$ cat config.mk
export PLATFORM = sky130hd
export DESIGN_NAME = regfile_writeback_scheduler
export DESIGN_NICKNAME = d
export VERILOG_FILES = /design/src/rtl/regfile_writeback_scheduler.sv
export SDC_FILE = /design/constraint.sdc
export NUM_CORES = 1
export LEC_CHECK = 0
export CORE_UTILIZATION = 51
export CTS_CLUSTER_DIAMETER = 30
export DETAILED_ROUTE_END_ITERATION = 10
export HOLD_SLACK_MARGIN = 0.03
export PLACE_DENSITY = 0.95
export SLEW_MARGIN = 20
export SYNTH_ARGS = -nofsm -noshare
export SYNTH_HDL_FRONTEND = slang
export SYNTH_SLANG_ARGS = --single-unit
export TNS_END_PERCENT = 20
$ cat constraint.sdc
create_clock -name clock -period 2.88 [get_ports clock]
set_input_delay 0.288 -clock clock [delete_from_list [all_inputs] [get_ports clock]]
set_output_delay 0.288 -clock clock [all_outputs]
set_load 0.02 [all_outputs]
$ cat src/rtl/regfile_writeback_scheduler.sv
// Arbitrates the register file's single write port between ALU results and load returns,
// and tracks registers with pending loads so the issue stage can stall on them.
module regfile_writeback_scheduler #(
  parameter int DATA_WIDTH   = 32,
  parameter int ADDR_WIDTH   = 5,
  parameter int STARVE_LIMIT = 4,
  parameter int CNT_WIDTH    = 3
) (
  input  logic                  clock,
  input  logic                  reset,
  input  logic                  cAluValid,
  input  logic [ADDR_WIDTH-1:0] cAluAddress,
  input  logic [DATA_WIDTH-1:0] cAluData,
  output logic                  hAluReady,
  input  logic                  cMemValid,
  input  logic [ADDR_WIDTH-1:0] cMemAddress,
  input  logic [DATA_WIDTH-1:0] cMemData,
  output logic                  hMemReady,
  input  logic                  cMarkValid,
  input  logic [ADDR_WIDTH-1:0] cMarkAddress,
  input  logic [ADDR_WIDTH-1:0] cReg1Address,
  input  logic [ADDR_WIDTH-1:0] cReg2Address,
  output logic                  hReg1Busy,
  output logic                  hReg2Busy,
  output logic [ADDR_WIDTH-1:0] cRegDAddress,
  output logic [DATA_WIDTH-1:0] cRegDData,
  output logic                  hError
);

  localparam int NumRegs = 2 ** ADDR_WIDTH;
  localparam logic [CNT_WIDTH-1:0] Limit = CNT_WIDTH'(STARVE_LIMIT);

  logic [CNT_WIDTH-1:0] starveCount;
  logic [NumRegs-1:0]   busy;
  logic [NumRegs-1:0]   busyNext;
  logic [NumRegs-1:0]   setVec;
  logic [NumRegs-1:0]   clearVec;
  logic                 outIsMem;
  logic                 forceAlu;
  logic                 aluGrant;
  logic                 memGrant;
  logic                 markError;
  logic                 commitError;

  // NOTE: every combinational output gets a default before any branch so no latch is inferred.
  always_comb begin
    hAluReady = 1'b0;
    hMemReady = 1'b0;
    forceAlu  = (STARVE_LIMIT != 0) && (starveCount == Limit);
    if (!reset) begin
      if (forceAlu) begin
        hAluReady = 1'b1;
        hMemReady = !cAluValid;
      end else begin
        hMemReady = cMemValid;
        hAluReady = !cMemValid;
      end
    end
  end

  assign aluGrant = cAluValid && hAluReady;
  assign memGrant = cMemValid && hMemReady;

  // A clear lands on the edge the register file commits the load; a same-edge mark wins.
  always_comb begin
    setVec   = '0;
    clearVec = '0;
    if (cMarkValid) setVec[cMarkAddress] = 1'b1;
    setVec[0] = 1'b0;
    if (outIsMem) clearVec[cRegDAddress] = 1'b1;
    busyNext    = (busy & ~clearVec) | setVec;
    markError   = cMarkValid && (cMarkAddress != '0) && busy[cMarkAddress]
                  && !clearVec[cMarkAddress];
    commitError = outIsMem && !busy[cRegDAddress];
  end

  assign hReg1Busy = (cReg1Address != '0) && busy[cReg1Address];
  assign hReg2Busy = (cReg2Address != '0) && busy[cReg2Address];

  // NOTE: state is updated with non-blocking assignments so every flop samples pre-edge values.
  // NOTE: the busy vector is a small flop array read combinationally, so it is reset like any other state.
  always_ff @(posedge clock) begin
    if (reset) begin
      starveCount  <= '0;
      busy         <= '0;
      outIsMem     <= 1'b0;
      cRegDAddress <= '0;
      cRegDData    <= '0;
      hError       <= 1'b0;
    end else begin
      if (!cAluValid || aluGrant) begin
        starveCount <= '0;
      end else if (starveCount != Limit) begin
        starveCount <= starveCount + 1'b1;
      end

      if (aluGrant) begin
        cRegDAddress <= cAluAddress;
        cRegDData    <= cAluData;
        outIsMem     <= 1'b0;
      end else if (memGrant) begin
        cRegDAddress <= cMemAddress;
        cRegDData    <= cMemData;
        outIsMem     <= (cMemAddress != '0);
      end else begin
        cRegDAddress <= '0;
        outIsMem     <= 1'b0;
      end

      busy <= busyNext;
      if (markError || commitError) hError <= 1'b1;
    end
  end

endmodule

# Word level (Yosys, flattened, before mapping)
# Cells that the tools add are included.
op_classes:
  n_addsub: 1
  magnitude_cmp: 6
  n_eq_ne: 2
  n_mux: 24
  bitwise_logic: 4
  n_reduce_logical: 23
ops:
  columns: ["cell", "count"]
  rows:
  - ["$mux 32", 4]
  - ["$and 32x32->32", 1]
  - ["$not 32->32", 1]
  - ["$or 32x32->32", 1]
  - ["$bmux 1 s5", 5]
  - ["$lt 5x6->1 const B", 4]
  - ["$reduce_bool 5->1", 4]
  - ["$mux 1", 11]
  - ["$demux 1 s5", 2]
  - ["$ge 5x1->1 const B", 2]
  - ["$logic_and 1x1->1", 10]
  - ["$mux 5", 2]
  - ["$logic_not 1->1", 4]
  - ["$add 3x1->3 const B", 1]
  - ["$eq 3x3->1 const B", 1]
  - ["$ne 3x3->1 const B", 1]
  - ["$reduce_or 3->1", 1]
  - ["$logic_or 1x1->1", 2]
  - ["$reduce_bool 2->1", 1]
  - ["$reduce_or 2->1", 1]
  - ["$not 1->1", 1]
word_totals:
  regBits: 74
  inputBits: 94

# Depth between registers and ports, before layout
logic_depth:
  word_depth: 10
  ltp_mapped: 8

# Worst setup path after synthesis
# OpenSTA, ideal clock, no wires.
synth_path:
  path_type: "in2out"
  startpoint: "in cReg1Address[1]"
  endpoint: "out hReg1Busy"
  t_arrival_ps: 1811
  path_slack_ps: 781
  cell_stages: 6
  cell_sequence: "clkbuf_1 mux2_2 nand2_1 o21ai_0 mux4_2 mux2_2"
synth_between:
  elab_chain_len: 3
  word_cells_on_any_way: 4
  cone_classes: "2 x mux; 2 x reduce/logical"
synth_lines:
  columns: ["element", "line", "text"]
  rows:
  - ["start, declared", "21", "input logic [ADDR_WIDTH-1:0] cReg1Address,"]
  - ["$bmux 1 s5", "77", "assign hReg1Busy = (cReg1Address != '0) && busy[cReg1Address];"]
  - ["$mux 1 (implied by the code)", "77", null]
  - ["$logic_and 1x1->1 *", "77", null]
  - ["end, declared", "23", "output logic hReg1Busy,"]
# Every way passes the cells marked *; elsewhere a longest branch is shown, timed or not. The select of a mux whose other input is x is not followed.

# Worst setup path in the final report
layout_path:
  startpoint: "in cReg1Address[0]"
  endpoint: "out hReg1Busy"
# The elaborated chain is that of the path after synthesis.

==> impl_metrics.prom <==
# TYPE chip_impl_metric gauge
chip_impl_info{name="status",value="complete, no violations"} 1
chip_impl_metric{name="syn_inst",unit=""} 480
chip_impl_metric{name="cts-root-to-sink-buffers",unit=""} 2
chip_impl_metric{name="placementRows",unit=""} 33
chip_impl_metric{name="worst_slew_margin_rel",unit=""} 0.340
chip_impl_metric{name="cpPeakStageDelay",unit="ns"} 0.53
chip_impl_metric{name="place_hpwl",unit="um"} 10700
chip_impl_metric{name="synth-edff-count",unit=""} 0
chip_impl_metric{name="postSynth.asyncResetShare",unit=""} 0
chip_impl_metric{name="power_density",unit="nW/um^2"} 422
chip_impl_info{name="clk_root_buffer_cell",value="clkbuf_8"} 1
chip_impl_metric{name="vias_in_the_first_global_route",unit=""} 4439
chip_impl_info{name="cpLargestDelayFamily",value="multiplexers"} 1
chip_impl_metric{name="core_area",unit="um^2"} 8260
chip_impl_info{name="layout.cells.most_common_list",value="clkdlybuf4s50_1, dfxtp_1, mux2i_1"} 1
chip_impl_metric{name="drv_cap",unit=""} 0
chip_impl_info{name="cts_tree",value="yes"} 1
chip_impl_info{name="timing_worst_setup_path_type",value="in -> out"} 1
chip_impl_metric{name="whs_path_depth",unit=""} 1
chip_impl_info{name="worstHoldEndpoint",value="busy[0]"} 1
chip_impl_metric{name="post_synth_num_cell_types",unit=""} 48
chip_impl_metric{name="final.period_utilization",unit=""} 0.980
chip_impl_metric{name="finalWirelength",unit="um"} 14400
chip_impl_metric{name="detailroute.via_count",unit=""} 4430
chip_impl_metric{name="io-pin-count",unit=""} 136
chip_impl_metric{name="pin_count_of_the_biggest_net_entering_global_routing",unit=""} 65
chip_impl_metric{name="die_area",unit="um^2"} 8950
chip_impl_info{name="critical_path.startpoint_type",value="input port"} 1
chip_impl_metric{name="clk_latency",unit="ns"} 0.34
chip_impl_info{name="cp-startpoint",value="cReg1Address[0]"} 1
chip_impl_metric{name="pre_cts_slack",unit="ns"} -0.170
chip_impl_metric{name="setup.reg_to_reg.worst_slack",unit="ns"} 0.43
chip_impl_metric{name="hold_viol_final",unit=""} 0
chip_impl_info{name="synth_ff_type",value="dfxtp_1"} 1
chip_impl_metric{name="vdd.ir_drop.worst",unit="mV"} 0.319
chip_impl_metric{name="floorplan.die.width",unit="um"} 94.6
chip_impl_info{name="timing.rr.end",value="hError"} 1
chip_impl_metric{name="finalClockSkew",unit="ns"} 0.0117
chip_impl_info{name="launch_point_of_the_worst_reg_to_reg_path",value="cRegDAddress[1]"} 1
chip_impl_info{name="hold_path.startpoint",value="busy[0]"} 1
chip_impl_metric{name="cp_max_fo",unit=""} 9
chip_impl_metric{name="rr_worst_depth",unit=""} 6
chip_impl_info{name="mostFrequentLayoutCell",value="clkdlybuf4s50_1"} 1
chip_impl_info{name="max_stage_delay_cell_worst_path",value="clkdlybuf4s50_1"} 1
chip_impl_metric{name="grt.overflow.total",unit=""} 0
chip_impl_metric{name="wire_length_of_the_first_global_routing_pass",unit="um"} 22000
chip_impl_metric{name="drt_pre_antenna_iters",unit=""} 5
chip_impl_metric{name="track_usage",unit=""} 0.327
chip_impl_metric{name="ys.warnings.count",unit=""} 0
chip_impl_metric{name="route.detailed.wl_per_inst",unit="um"} 20.2
chip_impl_metric{name="io_buffer_count",unit=""} 135
chip_impl_metric{name="worst_tran_pin_value",unit="ns"} 0.989
chip_impl_metric{name="number_of_buffers_added_by_the_clock_tree_synthesis_step",unit=""} 9
chip_impl_metric{name="max_freq",unit="MHz"} 354
chip_impl_metric{name="detail_route.drc_violations",unit=""} 0
chip_impl_metric{name="mappedNetlistArea",unit="um^2"} 4370
chip_impl_metric{name="placedInstanceArea",unit="um^2"} 5830
chip_impl_metric{name="post_cts_buffers",unit=""} 0
chip_impl_metric{name="yosys_register_bits",unit=""} 74
chip_impl_metric{name="leakage",unit="nW"} 2.09
chip_impl_info{name="crit_top_cell",value="mux4_2"} 1
chip_impl_metric{name="min_period",unit="ns"} 2.82
chip_impl_metric{name="detailedRoute.firstIterationViolations",unit=""} 295
chip_impl_metric{name="clk_transition_reported_paths",unit="ns"} 0.08
chip_impl_metric{name="die_y",unit="um"} 94.6
chip_impl_info{name="sort_of_element_at_the_end_of_the_critical_path",value="primary output"} 1
chip_impl_info{name="unrepaired_setup_endpoints_after_global_routing",value="false"} 1
chip_impl_info{name="hp-class",value="reg -> reg"} 1
chip_impl_metric{name="cp_num_buf_inv",unit=""} 3
chip_impl_metric{name="worst-endpoint-required",unit="ns"} 2.59
chip_impl_metric{name="area_delta_synth_final",unit="%"} 38.0
chip_impl_metric{name="layout-drive-gt1-share",unit=""} 0.114
chip_impl_info{name="leading_area_contributor_after_synthesis",value="dfxtp_1"} 1
chip_impl_metric{name="cts_sinks",unit=""} 74
chip_impl_metric{name="post_synth_top_area_share",unit=""} 0.339
chip_impl_metric{name="h-tree-depth",unit=""} 3
chip_impl_metric{name="final_area",unit="um^2"} 6030
chip_impl_metric{name="detail_route.vias_per_cell",unit=""} 6.23
chip_impl_info{name="path_cells",value="clkdlybuf4s50_1 -> buf_12 -> mux4_2 -> mux4_2 -> mux2_2 -> dlygate4sd2_1"} 1
chip_impl_metric{name="globalplace.congestion",unit=""} 1.01
chip_impl_metric{name="postSynthAreaPerCell",unit="um^2"} 9.11
chip_impl_metric{name="endpoints_failing_setup",unit=""} 0
chip_impl_metric{name="synth.yosys.seq_area_share",unit=""} 0.339
chip_impl_metric{name="grt_antenna_before_repair",unit=""} 0
chip_impl_metric{name="timing.hold.ws",unit="ns"} 0.485
chip_impl_metric{name="syn_nets",unit=""} 576
chip_impl_metric{name="nNetsFinal",unit=""} 697
chip_impl_metric{name="antennaDiodeCount",unit=""} 0
chip_impl_metric{name="final-max-slew-violation-count",unit=""} 0
chip_impl_info{name="yosys-top-cells-area",value="dfxtp_1, mux2i_1, mux4_2"} 1
chip_impl_metric{name="count_of_hold_buffers_inserted_by_post_cts_repair",unit=""} 0
chip_impl_metric{name="drt.antenna.violating_nets",unit=""} 0
chip_impl_metric{name="final_critical_path_setup_slack",unit="ns"} 0.0574
chip_impl_metric{name="start_util",unit=""} 0.529
chip_impl_metric{name="critPathArrivalTime",unit="ns"} 2.53
[kinds of logic after synthesis]
kind of cell | share of synthesized area
XOR/XNOR | 0.00801
buffers and inverters | 0.0481
adder cells (fa/ha/maj) | 0.00572
AO/OA/AOI/OAI | 0.179
AND/OR/NAND/NOR | 0.150
multiplexers | 0.270
flip-flops | 0.339
[cell type report]
cell class / count / area [um^2]
Multi-Input combinational cell: 361 / 2700
Fill cell: 576 / 2220
Timing Repair Buffer: 151 / 1500
Sequential cell: 74 / 1480
Clock buffer: 10 / 138
Tap cell: 105 / 131
Clock inverter: 6 / 72.6
Inverter: 4 / 15.0
[report_power, final]
part           total, W  internal (W)  switching, W  leakage [nW]
clock          0.000854      0.000433      0.000420         0.103
combinational  0.000564      0.000301      0.000263          1.38
sequential      0.00113       0.00107     0.0000557         0.606
[what timing repair did]
item,4_1_cts,5_1_grt
resized for setup,2,0
endpoints found under the hold margin,0,0
setup endpoints to repair,2,0
[worst register-to-register path, cell delays in order, from the launching register on]
cell and delay (ns):
dfxtp_1 0.64, or3b_1 0.68, o21ai_0 0.30, a2bb2oi_1 0.11
o221ai_1 0.26, a31oi_1 0.07, a211o_1 0.29
[state kept, by name (all words and copies together) (netlist names)]
register      flops
busy             32
cRegDAddress      5
cRegDData        32
hError            1
outIsMem          1
starveCount       3
[routing by layer]
metal | global-route usage | vias up | share of wire
li1 | - | 2025 | -
met1 | 0.365 | 2070 | 0.37
met2 | 0.568 | 268 | 0.49
met3 | 0.0733 | 67 | 0.091
met4 | 0.197 | 0 | 0.051
met5 | 0 | - | 0
[cells in the mapped netlist, types with 4 or more instances]
cell,n
nor3_1,4
mux4_2,21
a211oi_1,32
nand3_1,5
nor3b_1,4
xnor2_1,4
buf_4,4
nand3b_1,5
a21oi_1,34
nor2b_1,5
inv_1,4
and3_1,5
o21ai_0,37
buf_2,9
dfxtp_1,74
nor2_1,52
nand2_1,41
mux2i_1,60
o22ai_1,4
clkbuf_1,25
mux2_2,7
[per-stage QoR]
| step | std cells | util | TNS (ns) | power, W |
|---|---|---|---|---|
| floorplan | 480 | - | 0 | 0.00141 |
| global placement | 695 | 0.706 | -0.174 | 0.00168 |
| detailed placement | 695 | 0.706 | -0.322 | 0.00170 |
| CTS | 711 | 0.731 | 0 | 0.00254 |
| global route | 711 | 0.731 | 0 | 0.00262 |
| finish | 711 | 0.731 | 0 | 0.00254 |
[worst max-delay path by stage]
| stage | to | slack [ns] | cells past startpoint |
|---|---|---|---|
| floorplan | hReg1Busy | 0.78 | 6 |
| global placement | hReg2Busy | -0.09 | 6 |
| detailed placement | hReg1Busy | -0.17 | 6 |
| CTS | hReg1Busy | 0.05 | 6 |
| global route | hReg2Busy | 0.02 | 6 |
| finish | hReg1Busy | 0.06 | 6 |
(Power assumes the default switching activity.)
